<file path="src/rtl/lfsr_pkg.sv">
// Shared types and default constants for the LFSR random-draw block.
package lfsr_pkg;

    typedef enum logic {
        IDLE = 1'b0,
        DRAW = 1'b1
    } drawState_t;

    localparam logic [15:0] DEF_TAPS = 16'hB400;
    localparam logic [15:0] DEF_SEED = 16'hACE1;

endpackage

</file>
<file path="src/rtl/lfsr_rand_gen_if.sv">
// Draw request/response handshake between the game FSM and the random generator.
interface lfsr_rand_gen_if #(
    parameter int OUT_W = 4
);
    logic             req;
    logic [OUT_W-1:0] limit;
    logic             busy;
    logic             rnd_valid;
    logic [OUT_W-1:0] rnd_out;
    logic             rnd_fallback;

    modport master (
        output req, limit,
        input  busy, rnd_valid, rnd_out, rnd_fallback
    );

    modport slave (
        input  req, limit,
        output busy, rnd_valid, rnd_out, rnd_fallback
    );
endinterface

</file>
<file path="src/rtl/lfsr_core.sv">
// Fibonacci LFSR state register with seed load and lock-up recovery.
module lfsr_core #(
    parameter int               WIDTH = 16,
    parameter logic [WIDTH-1:0] TAPS  = lfsr_pkg::DEF_TAPS,
    parameter logic [WIDTH-1:0] SEED  = lfsr_pkg::DEF_SEED
) (
    input  logic             clk,
    input  logic             rst,
    input  logic             load,
    input  logic [WIDTH-1:0] loadVal,
    input  logic             advance,
    output logic [WIDTH-1:0] state
);

    logic [WIDTH-1:0] stepVal;

    assign stepVal = {state[WIDTH-2:0], ^(state & TAPS)};

    // A zero load would lock the register, so it is replaced by SEED.
    always_ff @(posedge clk) begin
        if (rst) begin
            state <= SEED;
        end else if (load) begin
            state <= (loadVal == '0) ? SEED : loadVal;
        end else if (state == '0) begin
            state <= SEED;
        end else if (advance) begin
            state <= stepVal;
        end
    end

endmodule

</file>
<file path="src/rtl/lfsr_rand_gen.sv">
// Random generator top: LFSR plus a rejection-sampling draw FSM producing values in [0,limit).
//
// state | meaning
// IDLE  | waiting for req; LFSR advances only on shiftEn
// DRAW  | testing one candidate per edge; LFSR advances every edge
module lfsr_rand_gen
    import lfsr_pkg::*;
#(
    parameter int               WIDTH     = 16,
    parameter logic [WIDTH-1:0] TAPS      = DEF_TAPS,
    parameter logic [WIDTH-1:0] SEED      = DEF_SEED,
    parameter int               OUT_W     = 4,
    parameter int               MAX_TRIES = 8
) (
    input  logic               clk,
    input  logic               rst,
    input  logic               shiftEn,
    input  logic               seed_load,
    input  logic [WIDTH-1:0]   seed_in,
    output logic [WIDTH-1:0]   state_out,
    lfsr_rand_gen_if.slave     draw
);

    localparam int            TRY_W    = $clog2(MAX_TRIES) + 1;
    localparam logic [TRY_W-1:0] LAST_TRY = TRY_W'(MAX_TRIES - 1);

    drawState_t       curState, nxtState;
    logic [TRY_W-1:0] tries, triesNxt;
    logic [OUT_W-1:0] limitQ, limitNxt;
    logic [OUT_W-1:0] rndOutNxt;
    logic             validNxt, fallbackNxt;
    logic [OUT_W-1:0] cand;
    logic [WIDTH-1:0] lfsrState;

    lfsr_core #(
        .WIDTH (WIDTH),
        .TAPS  (TAPS),
        .SEED  (SEED)
    ) u_core (
        .clk     (clk),
        .rst     (rst),
        .load    (seed_load),
        .loadVal (seed_in),
        .advance (shiftEn | (curState == DRAW)),
        .state   (lfsrState)
    );

    assign state_out = lfsrState;
    assign cand      = lfsrState[OUT_W-1:0];
    assign draw.busy = (curState == DRAW);

    always_ff @(posedge clk) begin
        if (rst) begin
            curState          <= IDLE;
            tries             <= '0;
            limitQ            <= '0;
            draw.rnd_out      <= '0;
            draw.rnd_valid    <= 1'b0;
            draw.rnd_fallback <= 1'b0;
        end else begin
            curState          <= nxtState;
            tries             <= triesNxt;
            limitQ            <= limitNxt;
            draw.rnd_out      <= rndOutNxt;
            draw.rnd_valid    <= validNxt;
            draw.rnd_fallback <= fallbackNxt;
        end
    end

    always_comb begin
        nxtState    = curState;
        triesNxt    = tries;
        limitNxt    = limitQ;
        rndOutNxt   = draw.rnd_out;
        validNxt    = 1'b0;
        fallbackNxt = 1'b0;
        unique case (curState)
            IDLE: begin
                if (draw.req) begin
                    limitNxt = draw.limit;
                    triesNxt = '0;
                    nxtState = DRAW;
                end
            end
            DRAW: begin
                // limit of zero means the whole OUT_W range is acceptable
                if ((limitQ == '0) || (cand < limitQ)) begin
                    rndOutNxt = cand;
                    validNxt  = 1'b1;
                    nxtState  = IDLE;
                end else if (tries == LAST_TRY) begin
                    rndOutNxt   = '0;
                    validNxt    = 1'b1;
                    fallbackNxt = 1'b1;
                    nxtState    = IDLE;
                end else begin
                    triesNxt = tries + 1'b1;
                end
            end
            default: nxtState = IDLE;
        endcase
    end

endmodule
</file>
<file path="src/flat_wrapper.sv">
// flat-port wrapper written by rule: the top's interface ports become plain ports
module lfsr_rand_gen_flat import lfsr_pkg::*;
#(
    parameter int               WIDTH     = 16,
    parameter logic [WIDTH-1:0] TAPS      = DEF_TAPS,
    parameter logic [WIDTH-1:0] SEED      = DEF_SEED,
    parameter int               OUT_W     = 4,
    parameter int               MAX_TRIES = 8
)
  (clk, rst, shiftEn, seed_load, seed_in, state_out, draw_req, draw_limit, draw_busy, draw_rnd_valid, draw_rnd_out, draw_rnd_fallback);
  lfsr_rand_gen_if #(.OUT_W(OUT_W)) draw_i ();
  input  logic clk;
  input  logic rst;
  input  logic shiftEn;
  input  logic seed_load;
  input  logic [WIDTH-1:0] seed_in;
  output logic [WIDTH-1:0] state_out;
  input wire logic [$bits(draw_i.req)-1:0] draw_req;
  input wire logic [$bits(draw_i.limit)-1:0] draw_limit;
  output wire logic [$bits(draw_i.busy)-1:0] draw_busy;
  output wire logic [$bits(draw_i.rnd_valid)-1:0] draw_rnd_valid;
  output wire logic [$bits(draw_i.rnd_out)-1:0] draw_rnd_out;
  output wire logic [$bits(draw_i.rnd_fallback)-1:0] draw_rnd_fallback;
  assign draw_i.req = draw_req;
  assign draw_i.limit = draw_limit;
  assign draw_busy = draw_i.busy;
  assign draw_rnd_valid = draw_i.rnd_valid;
  assign draw_rnd_out = draw_i.rnd_out;
  assign draw_rnd_fallback = draw_i.rnd_fallback;
  lfsr_rand_gen #(.WIDTH(WIDTH), .TAPS(TAPS), .SEED(SEED), .OUT_W(OUT_W), .MAX_TRIES(MAX_TRIES)) u_core (.clk(clk), .rst(rst), .shiftEn(shiftEn), .seed_load(seed_load), .seed_in(seed_in), .state_out(state_out), .draw(draw_i));
endmodule
</file>
<file path="config.mk">
export PLATFORM = sky130hd
export DESIGN_NAME = lfsr_rand_gen_flat
export DESIGN_NICKNAME = d
export VERILOG_FILES = /design/src/rtl/lfsr_pkg.sv /design/src/rtl/lfsr_rand_gen_if.sv /design/src/rtl/lfsr_core.sv /design/src/rtl/lfsr_rand_gen.sv /design/src/flat_wrapper.sv
export SDC_FILE = /design/constraint.sdc
export NUM_CORES = 1
export LEC_CHECK = 0
export BUFFER_PORTS_ARGS = -buffer_cell sky130_fd_sc_hd__buf_2
export CORE_UTILIZATION = 45
export CTS_CLUSTER_DIAMETER = 150
export DETAILED_ROUTE_END_ITERATION = 16
export PLACE_DENSITY = 0.74
export SLEW_MARGIN = 20
export SYNTH_ARGS = -nofsm -noshare
export SYNTH_HDL_FRONTEND = slang
export SYNTH_HIERARCHICAL = 1
export SYNTH_SLANG_ARGS = --single-unit
</file>
<file path="constraint.sdc">
create_clock -name clk -period 1.7 [get_ports clk]
set_input_delay 0.085 -clock clk [delete_from_list [all_inputs] [get_ports clk]]
set_output_delay 0.085 -clock clk [all_outputs]
set_load 0.01 [all_outputs]
</file>
# Word-level counts from Yosys, hierarchy flattened
# Cells that the tools add are included.
dict set report totals {
  ff_bits 31
  latchBits 0
  mem_bits_rw 0
  romBits 0
  input_bits 25
  output_inout_bits 23
  wordCells 43
  n_memories 0
}
dict set report classes {
  add_sub_neg 1
  n_mul 0
  div 0
  order_cmp 1
  eq_ne 4
  n_shift 0
  n_mux 16
  bitwise_logic 2
  n_reduce_logical 12
}
# op n
set ops {}
lappend ops {{16-bit two-way mux} 4}
lappend ops {{16-bit zero test} 2}
lappend ops {{4-bit two-way mux} 5}
lappend ops {{16-bit XOR reduction} 1}
lappend ops {{4-bit case mux with 2 select lines} 1}
lappend ops {{2-bit inequality test, second input constant} 3}
lappend ops {{1-bit two-way mux} 5}
lappend ops {{4-bit by 1-bit adder with 4-bit output, second input constant} 1}
lappend ops {{4-bit by 3-bit equality test with 1-bit output, second input constant} 1}
lappend ops {{4-bit zero test} 1}
lappend ops {{4-bit < comparator} 1}
lappend ops {{2-bit AND reduction} 2}
lappend ops {{3-bit AND reduction} 1}
lappend ops {{3-bit nonzero test} 1}
lappend ops {{3-bit OR reduction} 1}
lappend ops {{1-bit case mux with 2 select lines} 1}
lappend ops {{2-bit nonzero test} 1}
lappend ops {{2-bit OR reduction} 1}
lappend ops {{1-bit logical OR} 1}
lappend ops {{1-bit inverter} 1}
lappend ops {{1-bit bitwise OR} 1}

# Logic depth before layout (Yosys ltp)
dict set report depth {
  depth_word 4
  mapped_depth 8
  mapped_depth_nobuf 7
}

# By module
# Netlist, hierarchy kept.
# module n_inst cells_per_inst area_each_um2 seq_area_each_um2
set by_module_without_submodules {}
lappend by_module_without_submodules {lfsr_core 1 103 882.1 320.3}
lappend by_module_without_submodules {lfsr_rand_gen 1 79 737.0 300.3}

# Least setup slack after synthesis
# OpenSTA, ideal clock, no wires.
dict set report synth_path {
  path_kind {register -> register}
  start {register u_core.u_core.state[12]}
  end {register u_core.u_core.state[12]}
  setup_time_ns 0.095
  arrival_ns 1.611
  required_time_ns 1.605
  setup_slack_ns -0.006
  stages_incl_launch_ff 7
  path_buffers 0
  synth_period_minus_slack_ns 1.706
  path_cell_list {dfxtp_1 -> inv_1 -> ha_1 -> nor4b_1 -> a41oi_1 -> o21ai_0 -> a221oi_1}
}
dict set report synth_between {
  elab_chain_len 3
  elab_cells_between_ends 4
  classes_between {2 x mux; 2 x reduce/logical}
}
# element line
set synth_lines {}
lappend synth_lines {{start: declaration} lfsr_core.sv:12} ;# output logic [WIDTH-1:0] state
lappend synth_lines {{start signal: assignment} lfsr_core.sv:24} ;# state <= (loadVal == '0) ? SEED : loadVal;
lappend synth_lines {{start signal: assignment} lfsr_core.sv:28} ;# state <= stepVal;
lappend synth_lines {{16-bit zero test (*)} lfsr_core.sv:25} ;# end else if (state == '0) begin
lappend synth_lines {{16-bit two-way mux} lfsr_core.sv:25}
lappend synth_lines {{16-bit two-way mux} lfsr_core.sv:23} ;# end else if (load) begin
# Mark *: on every way between the ends. The rest lies on a longest branch, timed or not.
# A chain may end at the register's enable or synchronous reset.

# Final worst setup path
dict set report layout_path {
  start {register u_core.limitQ[2]}
  end {register u_core.draw.rnd_out[1]}
}
dict set report layout_between {
  elab_chain_len 4
  elab_cells_between_ends 6
  classes_between {1 x order compare; 1 x mux; 4 x reduce/logical}
}
# element line
set layout_lines {}
lappend layout_lines {{start: declaration} lfsr_rand_gen.sv:29} ;# logic [OUT_W-1:0] limitQ, limitNxt;
lappend layout_lines {{start signal: assignment} lfsr_rand_gen.sv:63} ;# limitQ <= limitNxt;
lappend layout_lines {{4-bit < comparator or 4-bit zero test (tied branches)} lfsr_rand_gen.sv:87} ;# if ((limitQ == '0) || (cand < limitQ)) begin
lappend layout_lines {{1-bit logical OR (*)} lfsr_rand_gen.sv:87}
lappend layout_lines {{2-bit nonzero test (no line)} n/a}
lappend layout_lines {{2-bit AND reduction (no line)} n/a}
lappend layout_lines {{end signal: assignment} lfsr_rand_gen.sv:64} ;# draw.rnd_out <= rndOutNxt;
lappend layout_lines {{end: declaration} lfsr_rand_gen_if.sv:19} ;# output busy, rnd_valid, rnd_out, rnd_fallback
# Marks and branches as above.

==> results.json <==
{
  "vias": 1687,
  "crit_path_start_kind": "flop",
  "synth_area_um2": 1620,
  "portBuffers": 47,
  "p_leak_nw": 0.970,
  "post-route-min-period_ns": 1.71,
  "clock_skew_ns": 0.00834,
  "die_y_um": 62.0,
  "fill_cells": 299,
  "yosys.area_share.xor_xnor_pct": 1.08,
  "path_buf_inv": 3,
  "end_kind": "flop",
  "fin_cells": 303,
  "grt_max_degree": 31,
  "grt_pass1_wl_mm": 6.62,
  "maxCapViolCount": 0,
  "htree_levels": 2,
  "firstDrtPassIters": 4,
  "worstSetupPathType": "reg2reg",
  "synth_cell_types": 45,
  "hold_viol_final": 0,
  "cts.reportedPaths.clkPinSlew_ns": 0.10,
  "power_density_nw_per_um2": 788,
  "max-slew-margin-rel_pct": 63.4,
  "synth_top_cell_area_share_pct": 38.3,
  "drtAntennaViolNets": 0,
  "critPathMaxFanout": 4,
  "post_drt_wl_per_cell_um": 14.2,
  "drc_errors": 0,
  "min_period_over_period_pct": 101,
  "setup-violations-final": 1,
  "worstPathArrival_ns": 1.93,
  "routed_wl_mm": 4.30,
  "cts_tree": "done",
  "cts-buffers-inserted": 5,
  "syn_nets": 212,
  "crit_chain": "inv_2, ha_4, buf_6, a2111oi_4, o31ai_2, buf_4, a32oi_1, nor2_1",
  "crit_path_max_incr_delay_ns": 0.37,
  "fin_tns_setup_ns": -0.0103,
  "detailed_place_hpwl_mm": 2.98,
  "synth.area.mux_share_pct": 1.24,
  "nets": 286,
  "cpLargestDelayFamily": "compound AO/OA/AOI/OAI gates",
  "synth_area_leaders": "dfxtp_1 38%, nor2_1 5.6%, a21oi_1 4.9%, ha_1 3.9%, o21ai_1 3.1%",
  "place_congestion": 0.832,
  "cts_root_buf": "clkbuf_4",
  "slowest_stage": "a2111oi_4",
  "slew_viol_final": 0,
  "dieArea_um2": 3840,
  "area_growth_pct": 41.0,
  "first_global_vias": 1543,
  "ys.warnings.count": 6,
  "syn_avg_cell_area_um2": 8.90,
  "synth_edf_count": 0,
  "die_x_um": 62.0,
  "layout_setup_ws_ns": -0.0103,
  "clock_path_buffers": 2,
  "rsz0062_at_grt": "true",
  "ioPinCount": 48,
  "async_flop_share_pct": 0,
  "hp-class": "in2reg",
  "synthFlopType": "dfxtp_1",
  "start_util_pct": 47.8,
  "grt_usage_pct": 23.8,
  "ys_ff_latch": 31,
  "fmax_mhz": 585,
  "required_ns": 1.92,
  "antenna_found_initial": 0,
  "dpl.cell_count": 284,
  "irDropWorstVdd_v": 0.000432,
  "clock-sinks": 31,
  "status": "finished, violations left",
  "syn_inst": 182,
  "synth_fa_ha_area_share_pct": 3.86,
  "yosys.area_share.simple_pct": 21.4,
  "synth_common_cells": "31 x dfxtp_1, 24 x nor2_1, 16 x a21oi_1, 10 x nand2_1, 10 x o21ai_1",
  "diodes": 0,
  "viasPerCell": 5.57,
  "synth_top_family_by_area": "compound AO/OA/AOI/OAI gates",
  "yosysSeqAreaShare_pct": 38.3,
  "row_count": 21,
  "coreArea_um2": 3390,
  "insertion_delay_ns": 0.34,
  "worst_pin_slew_ns": 0.549,
  "overflow": 0,
  "yosysTopAreaCell": "dfxtp_1",
  "synth_compound_area_share_pct": 27.2,
  "violations": "negative setup slack",
  "synthMostInstantiatedCell": "dfxtp_1",
  "drt_iter0_drc": 90,
  "drive_above_1_share_pct": 44.0
}
layout make-up:
type	instances	area, um2	share of cell area (%)
clock buffer	7	45.0	1.97
sequential	31	626	27.4
inverter	9	33.8	1.48
clock inverter	1	5.00	0.219
timing repair buffer	77	483	21.2
multi-input combinational	132	1030	45.2
tap	46	57.6	2.52
repair_timing:
item,4_1_cts,5_1_grt
pin swaps,4,14
hold buffers,6,0
endpoints found under the hold margin,6,0
gates resized for setup,11,23
buffers inserted,1,4
setup endpoints to repair,13,23
metrics by stage:
stage                     area [um2]  hold WS (ns)  power (W)  setup slack (ns)  utilization [%]
final                           2280       0.00298    0.00180           -0.0103             67.3
after CTS                       2160       0.00610    0.00174           0.00593             63.9
after global routing            2280      0.000808    0.00190           -0.0722             67.3
after global placement          1980         0.327    0.00127           -0.0666             58.5
after floorplan                 1630         0.150    0.00112            0.0444                -
after detailed placement        1980         0.329    0.00128            -0.134             58.5
worst min-delay path: cells and delay by family:
family | cells | cell delay (ns)
compound gates | 1 | 0.05
buf+inv | 1 | 0.08
simple gates | 1 | 0.09
layout by cell type, fill, tap and decap left out, types with 2 or more instances in the layout:
cell type      count
or4_4              3
a21oi_1           14
xnor2_1            2
nor2_1            23
nor2b_1            2
ha_1               2
inv_2              4
o21ai_1           11
ha_4               3
nand2b_4           2
nand4b_1           2
a211oi_1           5
a21o_1             2
a21oi_2            2
buf_6              2
a32oi_2            2
buf_4             22
a31oi_1            6
clkbuf_1           2
a221oi_1           3
buf_2             47
nor3_1             6
nand2b_1           2
a32oi_1            2
dfxtp_1           27
clkbuf_4           5
mux2i_1            2
dfxtp_2            4
nand2_1            9
dlygate4sd3_1      6
inv_1              5
a22oi_1            3
final timing paths:
path	start	slack, ns	cells past startpoint	end
worst max register to register	u_core/limitQ[2]	-0.01	8	u_core/draw.rnd_out[1]
worst max-delay path	u_core/limitQ[2]	-0.01	8	u_core/draw.rnd_out[1]
worst min-delay path	draw_limit[2]	0.003	3	u_core/limitQ[2]
worst min register to register	u_core/draw.rnd_out[2]	0.50	2	u_core/draw.rnd_out[2]
report_power, final:
group | internal, W | switching [W]
sequential | 0.000780 | 0.0000497
clock | 0.000161 | 0.000268
combinational | 0.000258 | 0.000281
total | 0.00120 | 0.000598
logic make-up (layout without fill, tap and decap cells):
| logic type | Yosys count | count (layout) |
|---|---|---|
| XOR/XNOR | 2 | 2 |
| AO/OA/AOI/OAI | 60 | 60 |
| AND/OR/NAND/NOR | 63 | 63 |
| multiplexers | 2 | 2 |
| flip-flops | 31 | 31 |
| buffers and inverters | 19 | 94 |
| adder cells (fa/ha/maj) | 5 | 5 |
sequential cells by signal (all words and copies together), names as in the netlist:
signal and flops:
u_core/draw.rnd_fallback 1, u_core/draw.rnd_out 4, u_core/draw.rnd_valid 1, u_core/u_core/state 16, u_core/draw.busy 1, u_core/tries 4
u_core/limitQ 4
per-layer routing:
layer | GRT usage (%) | share of wire [%] | routed length (um) | vias to the layer above
met5 | 0 | 0 | 0 | -
met4 | 10.8 | 2.0 | 86 | 0
met3 | 4.97 | 5.5 | 236 | 10
met2 | 40.3 | 47 | 2040 | 67
met1 | 29.0 | 45 | 1940 | 787
li1 | - | - | - | 823
(Power assumes the default switching activity.)
